### config.mk
export PLATFORM = sky130hd
export DESIGN_NAME = adder_subtractor_serial
export DESIGN_NICKNAME = d
export VERILOG_FILES = /design/src/rtl/adder_subtractor_serial.sv
export SDC_FILE = /design/constraint.sdc
export NUM_CORES = 1
export LEC_CHECK = 0
export BUFFER_PORTS_ARGS = -buffer_cell sky130_fd_sc_hd__buf_2
export CAP_MARGIN = 15
export CORE_ASPECT_RATIO = 0.6
export CORE_MARGIN = 8
export CORE_UTILIZATION = 25
export DETAILED_ROUTE_END_ITERATION = 6
export PLACE_DENSITY = 0.47
export SLEW_MARGIN = 15
export SYNTH_ARGS = -nofsm -noshare
export SYNTH_HDL_FRONTEND = slang
export SYNTH_SLANG_ARGS = --single-unit
### constraint.sdc
create_clock -name clk -period 1.7 [get_ports clk]
set_input_delay 0.34 -clock clk [delete_from_list [all_inputs] [get_ports clk]]
set_output_delay 0.34 -clock clk [all_outputs]
set_load 0.05 [all_outputs]
### src/rtl/adder_subtractor_serial.sv
// Digit-serial adder/subtractor: processes DIGIT bits per cycle, LSB slice first.
// Define OVERFLOW_FLAG_EN to add the signed-overflow output v.
module adder_subtractor_serial #(
  parameter int unsigned WIDTH = 8,
  parameter int unsigned DIGIT = 1
) (
  input  logic             clk,
  input  logic             rst_n,
  input  logic             start,
  input  logic [WIDTH-1:0] a,
  input  logic [WIDTH-1:0] b,
  input  logic             ci,
  input  logic             sub,
  output logic             busy,
  output logic             done,
  output logic [WIDTH-1:0] g,
  output logic             co
`ifdef OVERFLOW_FLAG_EN
  ,
  output logic             v
`endif
);

  localparam int unsigned DigitSafe = (DIGIT == 0) ? 1 : DIGIT;
  localparam int unsigned N         = WIDTH / DigitSafe;
  localparam int unsigned CntW      = (N > 1) ? $clog2(N) : 1;

  if ((DIGIT == 0) || ((WIDTH % DigitSafe) != 0)) begin : g_bad_param
    $error("adder_subtractor_serial: WIDTH must be a multiple of DIGIT and DIGIT >= 1");
  end

  typedef enum logic [1:0] {StIdle, StRun, StDone} state_e;

  state_e           state_q, state_d;
  logic [CntW-1:0]  cnt_q, cnt_d;
  logic [WIDTH-1:0] a_q, a_d, b_q, b_d, acc_q, acc_d, g_q, g_d;
  logic             carry_q, carry_d, co_q, co_d;
  logic             capture, last_slice;
  logic [DIGIT:0]   slice_sum;

  // Operands may only be taken when no operation is in flight.
  assign capture    = start && ((state_q == StIdle) || (state_q == StDone));
  assign last_slice = (cnt_q == CntW'(N - 1));
  assign slice_sum  = {1'b0, a_q[DIGIT-1:0]} + {1'b0, b_q[DIGIT-1:0]}
                    + {{DIGIT{1'b0}}, carry_q};

`ifdef OVERFLOW_FLAG_EN
  logic v_q, v_d;
  logic msb_cin;
  // Carry into the MSB recovered from the last slice's top sum bit.
  assign msb_cin = a_q[DIGIT-1] ^ b_q[DIGIT-1] ^ slice_sum[DIGIT-1];
`endif

  always_comb begin
    state_d = state_q;
    cnt_d   = cnt_q;
    a_d     = a_q;
    b_d     = b_q;
    acc_d   = acc_q;
    carry_d = carry_q;
    g_d     = g_q;
    co_d    = co_q;
`ifdef OVERFLOW_FLAG_EN
    v_d     = v_q;
`endif

    unique case (state_q)
      StIdle: begin
        if (capture) state_d = StRun;
      end
      StRun: begin
        a_d     = a_q >> DIGIT;
        b_d     = b_q >> DIGIT;
        acc_d   = (acc_q >> DIGIT) | (WIDTH'(slice_sum[DIGIT-1:0]) << (WIDTH - DIGIT));
        carry_d = slice_sum[DIGIT];
        cnt_d   = cnt_q + CntW'(1);
        if (last_slice) begin
          state_d = StDone;
          cnt_d   = '0;
          g_d     = acc_d;
          co_d    = slice_sum[DIGIT];
`ifdef OVERFLOW_FLAG_EN
          v_d     = msb_cin ^ slice_sum[DIGIT];
`endif
        end
      end
      StDone: begin
        state_d = capture ? StRun : StIdle;
      end
      default: state_d = StIdle;
    endcase

    // Subtraction is a + ~b + ~ci, so invert b and the carry-in at capture.
    if (capture) begin
      a_d     = a;
      b_d     = sub ? ~b : b;
      carry_d = ci ^ sub;
      acc_d   = '0;
      cnt_d   = '0;
    end
  end

  always_ff @(posedge clk or negedge rst_n) begin
    if (!rst_n) begin
      state_q <= StIdle;
      cnt_q   <= '0;
      a_q     <= '0;
      b_q     <= '0;
      acc_q   <= '0;
      carry_q <= 1'b0;
      g_q     <= '0;
      co_q    <= 1'b0;
`ifdef OVERFLOW_FLAG_EN
      v_q     <= 1'b0;
`endif
    end else begin
      state_q <= state_d;
      cnt_q   <= cnt_d;
      a_q     <= a_d;
      b_q     <= b_d;
      acc_q   <= acc_d;
      carry_q <= carry_d;
      g_q     <= g_d;
      co_q    <= co_d;
`ifdef OVERFLOW_FLAG_EN
      v_q     <= v_d;
`endif
    end
  end

  assign busy = (state_q == StRun);
  assign done = (state_q == StDone);
  assign g    = g_q;
  assign co   = co_q;
`ifdef OVERFLOW_FLAG_EN
  assign v    = v_q;
`endif

endmodule

## Word-level counts from Yosys, hierarchy flattened

Cells that the tools add are included.
W data, S select, Z words.

- Input port bits: 21
- Word-level logic and storage cells: 41
- Bits in registers: 39

- $add $sub $neg: 3
- Reduce and logical (&&, ||, !) cells: 6
- Eq/ne operators: 5
- Bitwise gates (word level): 3
- Multiplexer cells: 16

Operators by type and width:

| operator | number |
|---|---|
| $mux W8 | 7 |
| $mux W3 | 3 |
| $not A8 Y8 | 1 |
| $or A7 B8 Y8 | 1 |
| $pmux W2 S3 | 1 |
| $mux W2 | 2 |
| $reduce_and A2 Y1 | 2 |
| $add A3 B1 Y3 const B | 1 |
| $eq A3 B3 Y1 const B | 1 |
| $mux W1 | 3 |
| $add A1 B1 Y2 | 1 |
| $add A2 B1 Y2 | 1 |
| $eq A2 B1 Y1 const B | 1 |
| $eq A2 B2 Y1 const B | 1 |
| $logic_not A2 Y1 | 1 |
| $ne A2 B1 Y1 const B | 1 |
| $ne A2 B2 Y1 const B | 1 |
| $reduce_bool A2 Y1 | 1 |
| $logic_and A1 B1 Y1 | 1 |
| $logic_or A1 B1 Y1 | 1 |
| $xor A1 B1 Y1 | 1 |

## Depth between registers and ports, before layout

- Word-level depth: 5
- Depth in mapped cells: 6
- Gate-level depth less buffers: 4

## Least setup slack after synthesis

OpenSTA, ideal clock, no wires.

- Path kind: register to register
- Start point: register cnt_q[0]
- End point: register co_q (netlist: co)
- Setup slack: 331 ps
- Arrival time: 1244 ps
- Cell stages (with the launch flop): 5
- Buffers on the path: 0
- Data required time: 1575 ps
- Cells stage by stage: dfrtp_1 > ha_1 > ha_1 > nand2_8 > mux2_4

- Word-level cells in the longest chain between the ends: 2

RTL lines:

| item | RTL line | text |
|---|---|---|
| start, declared | 35 | `logic [CntW-1:0] cnt_q, cnt_d;` |
| start signal, assigned | 118 | `cnt_q <= cnt_d;` |
| $eq A3 B3 Y1 | 43 | `assign last_slice = (cnt_q == CntW'(N - 1));` |
| $reduce_and A2 Y1 (no line) | -- |  |
| end signal, assigned | 124 | `co_q <= co_d;` |
| end, declared | 37 | `logic carry_q, carry_d, co_q, co_d;` |

No other way between the ends.
A chain may end at the register's enable or synchronous reset.

## Final worst setup path

- Start point: register state_q[1]
- End point: output port busy

- Word-level cells in the longest chain between the ends: 1

RTL lines:

| item | RTL line | text |
|---|---|---|
| start, declared | 34 | `state_e state_q, state_d;` |
| start signal, assigned | 105 | `state_q <= StIdle;` |
| start signal, assigned | 117 | `state_q <= state_d;` |
| $eq A2 B1 Y1 | 131 | `assign busy = (state_q == StRun);` |
| end, declared | 14 | `output logic busy,` |

No other way between the ends.

==> results.ini <==
[floorplanning]
placementRows=23
die_y_um=80.21
die-area_mm2=0.009867
die_w_um=123.0
start_util_pct=25.73
core_area_mm2=0.006676
ios=32

[clock_tree]
cts_tree=yes
clockBufferDepth=2
clock_tree.root_cell=clkbuf_16
cts_max_level=2
cts_sinks=38
cts_buffers=5
clkLatencyLatePin_ns=0.28
clkTransAtPathRegs_ns=0.05

[detailed_routing]
viasPerCell=4.259
drc=0
ant_nets=0
wire_per_inst_um=13.48
dr.pass1.iters=4
routed-via-count=1133
totalWireLength_um=3587
drtIter0Drc=51

[pwr]
p_int_mw=3.040
power_frac_comb_pct=40.8
p_sw_share_pct=36.11
post-layout-total-power_mw=4.758
clkPwrFrac_pct=25.9
power_density_mw_per_mm2=2161
p_leak_nw=1.075
power_frac_seq_pct=33.3
peakVddDrop_uv=909.0
switching_power_mw=1.718

[cells_and_area]
post-route-util_pct=32.98
layout-drive-gt1-share_pct=31.84
antenna_cells=0
stdcell_count=266
area_growth_pct=28.19
design_area_mm2=0.002202
nets=202

[setup_path]
reg2reg_from=cnt_q[0]
r2r_slack_ns=0.25
reg2regPathDepth=4
critPathLaunchType=flop
crit_type=reg2out
worstPathRequired_ns=1.36
cp_max_fo=27
r2r-end=g[2]
arrival_ns=1.27
crit_end=busy
critPathCaptureType=output port
startpoint=state_q[1]

[timing]
fin_crit_sh_pct=94.92
finalHoldViolCount=0
tightestPinTransition_ns=0.3753
max-slew-margin-rel_pct=74.92
period_needed_ns=1.614
fmax_mhz=619.7
slew_viol_final=0
setup_viol=0
skew_ns=0.007887
tns_ns=0
rsz0062_at_grt=no

[global_routing]
overflow=0
grt_antenna_before_repair=0
grt_pass1_wl_um=6106
track_usage_pct=7.928
grt_pass1_vias=1222
grt_max_degree=28

[placement]
gp_congestion=0.6959
numPortBuffers=31
postPlaceCellArea_mm2=0.001968
dp_cells=257
detailed_place_hpwl_um=2590

[synth]
syn_area_mm2=0.001718
synth.distinct_cells=26
synth_fp_nets=167
syn_area_per_cell_um2=12.01
ys_ff_latch=38
seq_area_frac_synth_pct=55.35
netlist_instances=143
yosys_warnings=0

[worst_hold_path]
min_path_type=in2reg

[status]
status=finished clean

[flow_run]
drv_cap=0

==> flip-flops by register name, summed over array words and instances, names as in the netlist <==
name	cells
b_q	8
g	8
carry_q	1
state_q	2
acc_q	7
a_q	8
co	1
cnt_q	3
==> layout by cell type (no fill, tap or decap), types with 3 or more instances in the layout <==
cell,n
clkbuf_16,5
nand3_1,4
nand2_1,22
bufinv_16,3
a22oi_1,4
buf_2,30
nor2_1,11
xor2_1,7
a31oi_1,9
a22o_1,11
mux2_4,9
dfrtp_1,38
buf_4,5
==> kinds of logic after synthesis <==
kind of cell,after synthesis,synth area share [%]
and+or+nand+nor,44,12.02
DFF,38,55.35
AOI/OAI and AO/OA,28,12.53
buffers and inverters,12,5.025
xor gates and xnor gates,9,4.589
muxes,9,7.866
adders and majority gates,3,2.622
==> per-stage QoR <==
stage               setup WS (ns)  hold WS, ns
CTS                       0.03038       0.2811
global placement           0.2710       0.2764
detailed placement         0.2547       0.2753
floorplan                  0.3308      0.04441
finish                    0.08635       0.2842
global route              0.03634       0.2883
==> timing repair <==
item / CTS / global route
buffers inserted: 0 / 0
resized for setup: 1 / 2
endpoints found under the hold margin: 13 / 0
hold buffers: 1 / 0
endpoints found under the setup margin: 1 / 1
==> layer usage <==
layer | up-vias | track usage, % | wire, µm
met4 | 0 | 3.226 | 47
met5 | - | 0 | 0
met1 | 545 | 10.72 | 1803
li1 | 568 | - | -
met3 | 5 | 2.099 | 140
met2 | 15 | 11.78 | 1596
==> Yosys cell counts <==
library cell | instances | area share [%]
xnor2_1 | 2 | 1.0
nor2_4 | 1 | 0.66
a221o_1 | 2 | 1.2
inv_1 | 1 | 0.22
buf_2 | 6 | 1.7
and2b_1 | 1 | 0.44
nor2b_1 | 1 | 0.36
a31oi_1 | 9 | 3.3
ha_1 | 2 | 1.5
nor3_1 | 1 | 0.29
nand3_1 | 4 | 1.2
buf_4 | 1 | 0.44
a21o_1 | 1 | 0.44
o21ai_0 | 1 | 0.29
buf_6 | 3 | 2.0
inv_8 | 1 | 0.66
a22o_1 | 11 | 5.6
xor2_1 | 7 | 3.6
mux2_4 | 9 | 7.9
a22oi_1 | 4 | 1.7
dfrtp_1 | 38 | 55
nand2_8 | 1 | 1.2
nand2_1 | 22 | 4.8
fa_1 | 1 | 1.2
nand2b_1 | 2 | 0.73
nor2_1 | 11 | 2.4
==> how the worst min path moves through the flow <==
stage / start / to / slack [ns] / depth (start not counted)
floorplan: rst_n / a_q[0] / 0.04 / 0
global placement: rst_n / a_q[3] / 0.28 / 1
detailed placement: rst_n / a_q[2] / 0.28 / 1
CTS: a[3] / a_q[3] / 0.28 / 3
global route: a[2] / a_q[2] / 0.29 / 3
finish: a[3] / a_q[3] / 0.28 / 3
==> power by group through the flow <==
stage / combinational, mW / clock [mW] / sequential, mW
after global placement: 1.86 / 0 / 1.61
after CTS: 1.90 / 1.26 / 1.59
after global routing: 2.13 / 1.30 / 1.65
final: 1.94 / 1.23 / 1.58
after detailed placement: 1.88 / 0 / 1.60
after floorplan: 1.22 / 0 / 1.89
==> worst max-delay path, cell delays in order (launching register included) <==
cell	delay [ns]
dfrtp_1	0.36
nand2b_1	0.17
bufinv_16	0.28
buf_6	0.18
==> final cells by class <==
type	count	area [µm²]
fill	695	4474
sequential	38	950.9
multi-input combinational	93	680.7
timing repair buffer	38	229.0
clock buffer	6	138.9
tap	87	108.9
clock inverter	2	60.06
inverter	2	33.78
(Power assumes the default switching activity.)
